**src/rtl/sum_of_squares_seq_pkg.sv**
```systemverilog
// Shared definitions for the sum-of-squares accumulator and its square-root consumer.
package sum_of_squares_seq_pkg;

    localparam logic [1:0] STATE_IDLE = 2'b00;
    localparam logic [1:0] STATE_LOAD = 2'b01;
    localparam logic [1:0] STATE_MUL  = 2'b10;
    localparam logic [1:0] STATE_DONE = 2'b11;

    typedef enum logic [1:0] {
        ST_IDLE = STATE_IDLE,
        ST_LOAD = STATE_LOAD,
        ST_MUL  = STATE_MUL,
        ST_DONE = STATE_DONE
    } state_e;

    // Ceiling log2; clog2(0) and clog2(1) both return 0.
    function automatic int unsigned clog2(input int unsigned value);
        int unsigned v;
        int unsigned res;
        res = 0;
        v   = (value > 0) ? value - 1 : 0;
        while (v != 0) begin
            v   = v >> 1;
            res = res + 1;
        end
        return res;
    endfunction

endpackage

```
**src/rtl/sum_of_squares_seq_sqr_shift_add_unit.sv**
```systemverilog
// W-cycle shift-add squarer: load captures the sample, each en cycle folds one
// multiplier bit into the running partial product.
module sqr_shift_add_unit
    import sum_of_squares_seq_pkg::*;
#(
    parameter int unsigned W = 4
) (
    input  logic             clk,
    input  logic             rst_n,
    input  logic             load,
    input  logic             en,
    input  logic [W-1:0]     din,
    output logic [2*W-1:0]   prod_next,
    output logic             last
);

    localparam int unsigned PW = 2 * W;
    localparam int unsigned BW = clog2(W + 1);

    logic [PW-1:0] r_mcand;
    logic [W-1:0]  r_mplier;
    logic [PW-1:0] r_prod;
    logic [BW-1:0] r_bitcnt;
    logic [PW-1:0] w_addend;

    always_comb begin
        w_addend = PW'(0);
        if (r_mplier[0]) begin
            w_addend = r_mcand;
        end
    end

    assign prod_next = r_prod + w_addend;
    // High on the W-th MUL cycle, when prod_next is the complete square.
    assign last      = (r_bitcnt == BW'(W - 1));

    always_ff @(posedge clk or negedge rst_n) begin
        if (!rst_n) begin
            r_mcand  <= PW'(0);
            r_mplier <= W'(0);
            r_prod   <= PW'(0);
            r_bitcnt <= BW'(0);
        end else if (load) begin
            r_mcand  <= PW'(din);
            r_mplier <= din;
            r_prod   <= PW'(0);
            r_bitcnt <= BW'(0);
        end else if (en) begin
            r_prod   <= prod_next;
            r_mcand  <= {r_mcand[PW-2:0], 1'b0};
            r_mplier <= r_mplier >> 1;
            r_bitcnt <= r_bitcnt + BW'(1);
        end
    end

endmodule

```
**src/rtl/sum_of_squares_seq.sv**
```systemverilog
// Accumulates the squares of L handshaked samples and emits the N-bit total
// with a one-cycle out_valid pulse, feeding a downstream square-root unit.
module sum_of_squares_seq
    import sum_of_squares_seq_pkg::*;
#(
    parameter int unsigned W = 4,
    parameter int unsigned L = 4,
    parameter int unsigned N = 10
) (
    input  logic         clk,
    input  logic         rst_n,
    input  logic         start,
    input  logic [W-1:0] in_data,
    input  logic         in_valid,
    output logic         in_ready,
    output logic [N-1:0] out_data,
    output logic         out_valid,
    output logic         busy
);

    localparam int unsigned PW = 2 * W;
    localparam int unsigned CW = clog2(L + 1);

    if ((L < 1) || ((N % 2) != 0) || (N < PW + clog2(L))) begin : g_param_check
        $error("sum_of_squares_seq: need L >= 1, N even and N >= 2*W + clog2(L)");
    end

    state_e        r_state;
    state_e        w_state_nxt;
    logic [N-1:0]  r_acc;
    logic [N-1:0]  w_acc_nxt;
    logic [CW-1:0] r_cnt;
    logic [CW-1:0] w_cnt_nxt;
    logic [N-1:0]  r_out_data;
    logic [N-1:0]  w_out_data_nxt;
    logic          r_out_valid;
    logic          w_out_valid_nxt;
    logic          w_sqr_load;
    logic          w_sqr_en;
    logic [PW-1:0] w_prod_next;
    logic          w_last;

    sqr_shift_add_unit #(
        .W (W)
    ) u_sqr (
        .clk       (clk),
        .rst_n     (rst_n),
        .load      (w_sqr_load),
        .en        (w_sqr_en),
        .din       (in_data),
        .prod_next (w_prod_next),
        .last      (w_last)
    );

    always_ff @(posedge clk or negedge rst_n) begin
        if (!rst_n) begin
            r_state <= ST_IDLE;
        end else begin
            r_state <= w_state_nxt;
        end
    end

    // Next state, datapath updates and squarer control.
    always_comb begin
        w_state_nxt     = r_state;
        w_acc_nxt       = r_acc;
        w_cnt_nxt       = r_cnt;
        w_out_data_nxt  = r_out_data;
        w_out_valid_nxt = 1'b0;
        w_sqr_load      = 1'b0;
        w_sqr_en        = 1'b0;
        case (r_state)
            ST_IDLE: begin
                if (start) begin
                    w_acc_nxt   = N'(0);
                    w_cnt_nxt   = CW'(0);
                    w_state_nxt = ST_LOAD;
                end
            end
            ST_LOAD: begin
                if (in_valid) begin
                    w_sqr_load  = 1'b1;
                    w_state_nxt = ST_MUL;
                end
            end
            ST_MUL: begin
                w_sqr_en = 1'b1;
                // Final partial product goes straight into acc, saving a cycle per sample.
                if (w_last) begin
                    w_acc_nxt   = r_acc + N'(w_prod_next);
                    w_cnt_nxt   = r_cnt + CW'(1);
                    w_state_nxt = (r_cnt == CW'(L - 1)) ? ST_DONE : ST_LOAD;
                end
            end
            ST_DONE: begin
                w_out_data_nxt  = r_acc;
                w_out_valid_nxt = 1'b1;
                w_state_nxt     = ST_IDLE;
            end
            default: begin
                w_state_nxt = ST_IDLE;
            end
        endcase
    end

    always_ff @(posedge clk or negedge rst_n) begin
        if (!rst_n) begin
            r_acc       <= N'(0);
            r_cnt       <= CW'(0);
            r_out_data  <= N'(0);
            r_out_valid <= 1'b0;
        end else begin
            r_acc       <= w_acc_nxt;
            r_cnt       <= w_cnt_nxt;
            r_out_data  <= w_out_data_nxt;
            r_out_valid <= w_out_valid_nxt;
        end
    end

    assign in_ready  = (r_state == ST_LOAD);
    assign busy      = (r_state != ST_IDLE);
    assign out_data  = r_out_data;
    assign out_valid = r_out_valid;

endmodule

```
**config.mk**
```make
export PLATFORM = sky130hd
export DESIGN_NAME = sum_of_squares_seq
export DESIGN_NICKNAME = d
export VERILOG_FILES = /design/src/rtl/sum_of_squares_seq_pkg.sv /design/src/rtl/sum_of_squares_seq_sqr_shift_add_unit.sv /design/src/rtl/sum_of_squares_seq.sv
export SDC_FILE = /design/constraint.sdc
export NUM_CORES = 1
export LEC_CHECK = 0
export ABC_AREA = 1
export BUFFER_PORTS_ARGS = -buffer_cell sky130_fd_sc_hd__buf_2
export CAP_MARGIN = 5
export CELL_PAD_IN_SITES_DETAIL_PLACEMENT = 0
export CELL_PAD_IN_SITES_GLOBAL_PLACEMENT = 2
export CORE_ASPECT_RATIO = 1.4
export CORE_MARGIN = 2
export CORE_UTILIZATION = 36
export CTS_CLUSTER_SIZE = 14
export DETAILED_ROUTE_END_ITERATION = 10
export GPL_ROUTABILITY_DRIVEN = 0
export MAX_ROUTING_LAYER = met4
export PLACE_DENSITY_LB_ADDON = 0.1
export SLEW_MARGIN = 0
export SYNTH_ARGS = -nofsm -noshare
export SYNTH_HDL_FRONTEND = slang
export SYNTH_HIERARCHICAL = 1
export SYNTH_SLANG_ARGS = --single-unit
```
**constraint.sdc**
```tcl
create_clock -name clk -period 3.4 [get_ports clk]
set_clock_uncertainty 0.15 [all_clocks]
set_input_delay 0.34 -clock clk [delete_from_list [all_inputs] [get_ports clk]]
set_output_delay 0.34 -clock clk [all_outputs]
set_load 0.1 [all_outputs]
```
==> impl_metrics.py <==
metrics = {
    "status": {
        "status": "completed",
    },
    "timing": {
        "period_share_pct": 90.72,
        "grt_setup_unrepaired": "false",
        "period_minus_slack_ps": 3085,
        "slew_violations": 0,
        "slew_headroom_pct": 55.86,
        "hold_slack_ps": 88.72,
        "setup_ws_ps": 315.4,
        "fmax_ghz": 0.3242,
        "finalHoldViolations": 0,
        "tightestPinTransition_ps": 659.7,
        "fin_setup_tns_ps": 0,
        "setup-violations-final": 0,
    },
    "synthesis": {
        "syn_inst": 340,
        "ys_seq_area_share_pct": 44.04,
        "ys_ff_latch": 49,
        "yosysWarningCount": 6,
        "synth_area_per_cell_um2": 8.188,
        "synth.area.top_cells": "dfrtp_1 44%, nand2_1 14%, ha_1 8.5%, inv_1 6.9%, nand3_1 4.0%",
        "async_flop_share_pct": 100.0,
        "synth.distinct_cells": 32,
        "synth_ff_type": "dfrtp_1",
        "synth_edf_count": 0,
        "synth_nets": 369,
        "yosys.area.top_type": "dfrtp_1",
        "synth_top_cell_area_share_pct": 44.04,
        "syn-cell-area_mm2": 0.002784,
    },
    "power": {
        "p_comb_share_pct": 48.7,
        "clockPowerShare_pct": 19.1,
        "irDropWorstVdd_mv": 0.3429,
        "internal_power_uw": 1378,
        "p_sw_uw": 1286,
        "leakage_uw": 0.001740,
        "powerDensity_mw_per_mm2": 850.4,
        "switching_share_pct": 48.29,
        "seqPwrFrac_pct": 32.2,
    },
    "worst_hold_path": {
        "hp-class": "input port to flip-flop",
        "hp-start": "in_valid",
        "min_path_cells": 2,
        "worstHoldEndpoint": "r_state[0]$_DFFE_PN0P_",
    },
    "grt": {
        "grt_pass1_vias": 2303,
        "grt-ovfl-total": 0,
        "grt_usage_pct": 17.22,
        "grt_pass1_wl_mm": 10.95,
        "grt_max_degree": 30,
        "antenna_found_initial": 0,
    },
    "placement": {
        "hpwl_mm": 4.761,
        "dpl_worst_slack_ps": 267.3,
        "dpl_cell_area_mm2": 0.002968,
        "port_buffers": 20,
        "dp.cells": 453,
    },
    "cells_and_area": {
        "drive_gt1_share_pct": 11.78,
        "final_area_mm2": 0.003133,
        "area_delta_synth_final_pct": 12.54,
        "finalNonFillerCells": 462,
        "most-common-layout-cells": "101 x nand2_1, 51 x inv_1, 48 x dfrtp_1",
        "nNetsFinal": 393,
        "layout_commonest_cell": "nand2_1",
        "nFillCells": 800,
        "diodes": 0,
    },
    "detailed_routing": {
        "wl_mm": 6.200,
        "num_vias": 2172,
        "drc_errors": 0,
        "wl_per_cell_um": 13.42,
        "ant_nets": 0,
        "drtIter0Drc": 93,
        "viasPerCell": 4.701,
        "dr.pass1.iters": 4,
    },
    "critical_path": {
        "required_ps": 3460,
        "startpoint_type": "flip-flop",
        "reg2reg_to": "r_acc[9]$_DFFE_PN0P_",
        "cp_top_family": "simple AND/OR/NAND/NOR gates",
        "rr_startpoint": "u_sqr/r_mplier[0]$_DFFE_PN0P_",
        "crit_fanout": 9,
        "rrSetupSlack_ps": 320,
        "crit_slowest_cell": "dfrtp_2",
        "crit_path_end_kind": "flip-flop",
        "slowest_delay_ps": 470,
        "cp_num_buf_inv": 1,
        "cp.arrival_ps": 3140,
        "rr_worst_depth": 16,
        "path_cells": "nand2_1 -> inv_1 -> ha_1 -> fa_1 -> nand2_1 -> nand2_1 -> nand3b_1 -> nand3_1 -> and2_1 -> ha_1 -> nand2_1 -> nand2_1 -> a21boi_0 -> nand3_1 -> a21oi_1 -> nor2_1",
        "critical_path_class": "flip-flop to flip-flop",
        "cpMostUsedCell": "nand2_1",
    },
    "clock_tree": {
        "htree_num_levels": 2,
        "cts_root_buffer": "clkbuf_8",
        "clk_pin_slew_ps": 100,
        "cts_tree": "yes",
        "clock_path_buffers": 2,
        "clk_latency_ps": 310,
        "cts.sink_count": 49,
        "cts_buffers": 5,
    },
    "floorplanning": {
        "core_area_mm2": 0.007407,
        "dieArea_mm2": 0.008462,
        "die_x_um": 78.32,
        "io_pins": 21,
        "rows": 37,
        "fp.dieH_um": 108.1,
        "start_util_pct": 37.58,
    },
    "run": {
        "maxCapViolations": 0,
    },
}
==> kinds of logic after synthesis <==
kind of cell             after synthesis  synth area share (%)
flip-flops                            49                 44.05
adder cells (fa/ha/maj)               21                 9.978
AO/OA/AOI/OAI                         50                 10.97
AND/OR/NAND/NOR                      156                 24.54
XOR/XNOR                               5                 1.573
buffers and inverters                 59                 8.899
==> flip-flops by register name, indices dropped and copies added, names as in the netlist <==
| name | count |
|---|---|
| u_sqr/r_mplier | 4 |
| r_acc | 10 |
| u_sqr/r_bitcnt | 3 |
| r_state | 2 |
| r_cnt | 3 |
| u_sqr/r_prod | 8 |
| out_valid | 1 |
| u_sqr/r_mcand | 8 |
| out_data | 10 |
==> per-layer routing <==
metal  global-route usage [%]  up-vias  share of wire, %
met4                    5.388        0               1.6
met2                    31.65       27                53
met5                        -        -                 0
met3                    2.838        8               2.2
met1                    18.95     1001                44
li1                         -     1136                 -
==> worst max path at each step <==
stage | start | to | slack [ps] | cells after the start
after floorplan | u_sqr/r_mplier[0]$_DFFE_PN0P_ | r_acc[6]$_DFFE_PN0P_ | 470 | 17
after global placement | u_sqr/r_mplier[0]$_DFFE_PN0P_ | r_acc[7]$_DFFE_PN0P_ | 340 | 16
after detailed placement | u_sqr/r_mplier[0]$_DFFE_PN0P_ | r_acc[7]$_DFFE_PN0P_ | 270 | 16
after CTS | u_sqr/r_mplier[0]$_DFFE_PN0P_ | r_acc[7]$_DFFE_PN0P_ | 260 | 16
after global routing | u_sqr/r_mplier[0]$_DFFE_PN0P_ | r_acc[9]$_DFFE_PN0P_ | 20 | 17
final | u_sqr/r_mplier[0]$_DFFE_PN0P_ | r_acc[9]$_DFFE_PN0P_ | 320 | 16
==> synthesized netlist by cell type, types with 3 or more instances <==
cell type / number
inv_2: 3
a22o_1: 5
a21oi_1: 11
o211ai_1: 4
o22ai_1: 8
ha_1: 19
nand3_1: 22
buf_6: 3
inv_1: 51
nand2_1: 101
o21ai_0: 16
xor2_1: 3
and2_1: 4
dfrtp_1: 49
nor2_1: 15
==> final cells by class <==
| type | instances | area, µm² | area share [%] |
|---|---|---|---|
| Multi-Input combinational cell | 232 | 1326 | 42.33 |
| Inverter | 54 | 202.7 | 6.470 |
| Sequential cell | 49 | 1227 | 39.18 |
| Clock buffer | 5 | 68.82 | 2.196 |
| Timing Repair Buffer | 22 | 117.6 | 3.754 |
| Tap cell | 97 | 121.4 | 3.874 |
| Clock inverter | 3 | 68.82 | 2.196 |
==> through the flow <==
step | utilization [%] | power [µW]
2_1_floorplan | - | 1921
3_3_place_gp | 40.07 | 2171
3_5_place_dp | 40.07 | 2170
4_1_cts | 42.06 | 2686
5_1_grt | 42.30 | 2870
6_report | 42.30 | 2664
==> worst register-to-register path, cell delays in order, from the launching register on <==
cell      delay, ps
dfrtp_2         470
nand2_1          70
inv_1            40
ha_1            210
fa_1            410
nand2_1          90
nand2_1          60
nand3b_1        140
nand3_1         100
and2_1          180
ha_1            340
nand2_1          80
nand2_1          60
a21boi_0        230
nand3_1         140
a21oi_1         140
nor2_1           60
==> power by group through the flow <==
stage | Clock [µW] | Sequential (µW) | Combinational (µW)
3_3_place_gp | 0 | 868 | 1300
2_1_floorplan | 0 | 1150 | 769
6_report | 508 | 859 | 1300
4_1_cts | 524 | 858 | 1300
5_1_grt | 546 | 886 | 1440
3_5_place_dp | 0 | 870 | 1300
==> what timing repair did <==
item,4_1_cts,5_1_grt
hold endpoints to repair,28,0
gates resized for setup,0,3
buffers inserted,0,0
hold buffers,1,0
setup endpoints to repair,0,3
Note: power is estimated with default switching activity, not from simulation.
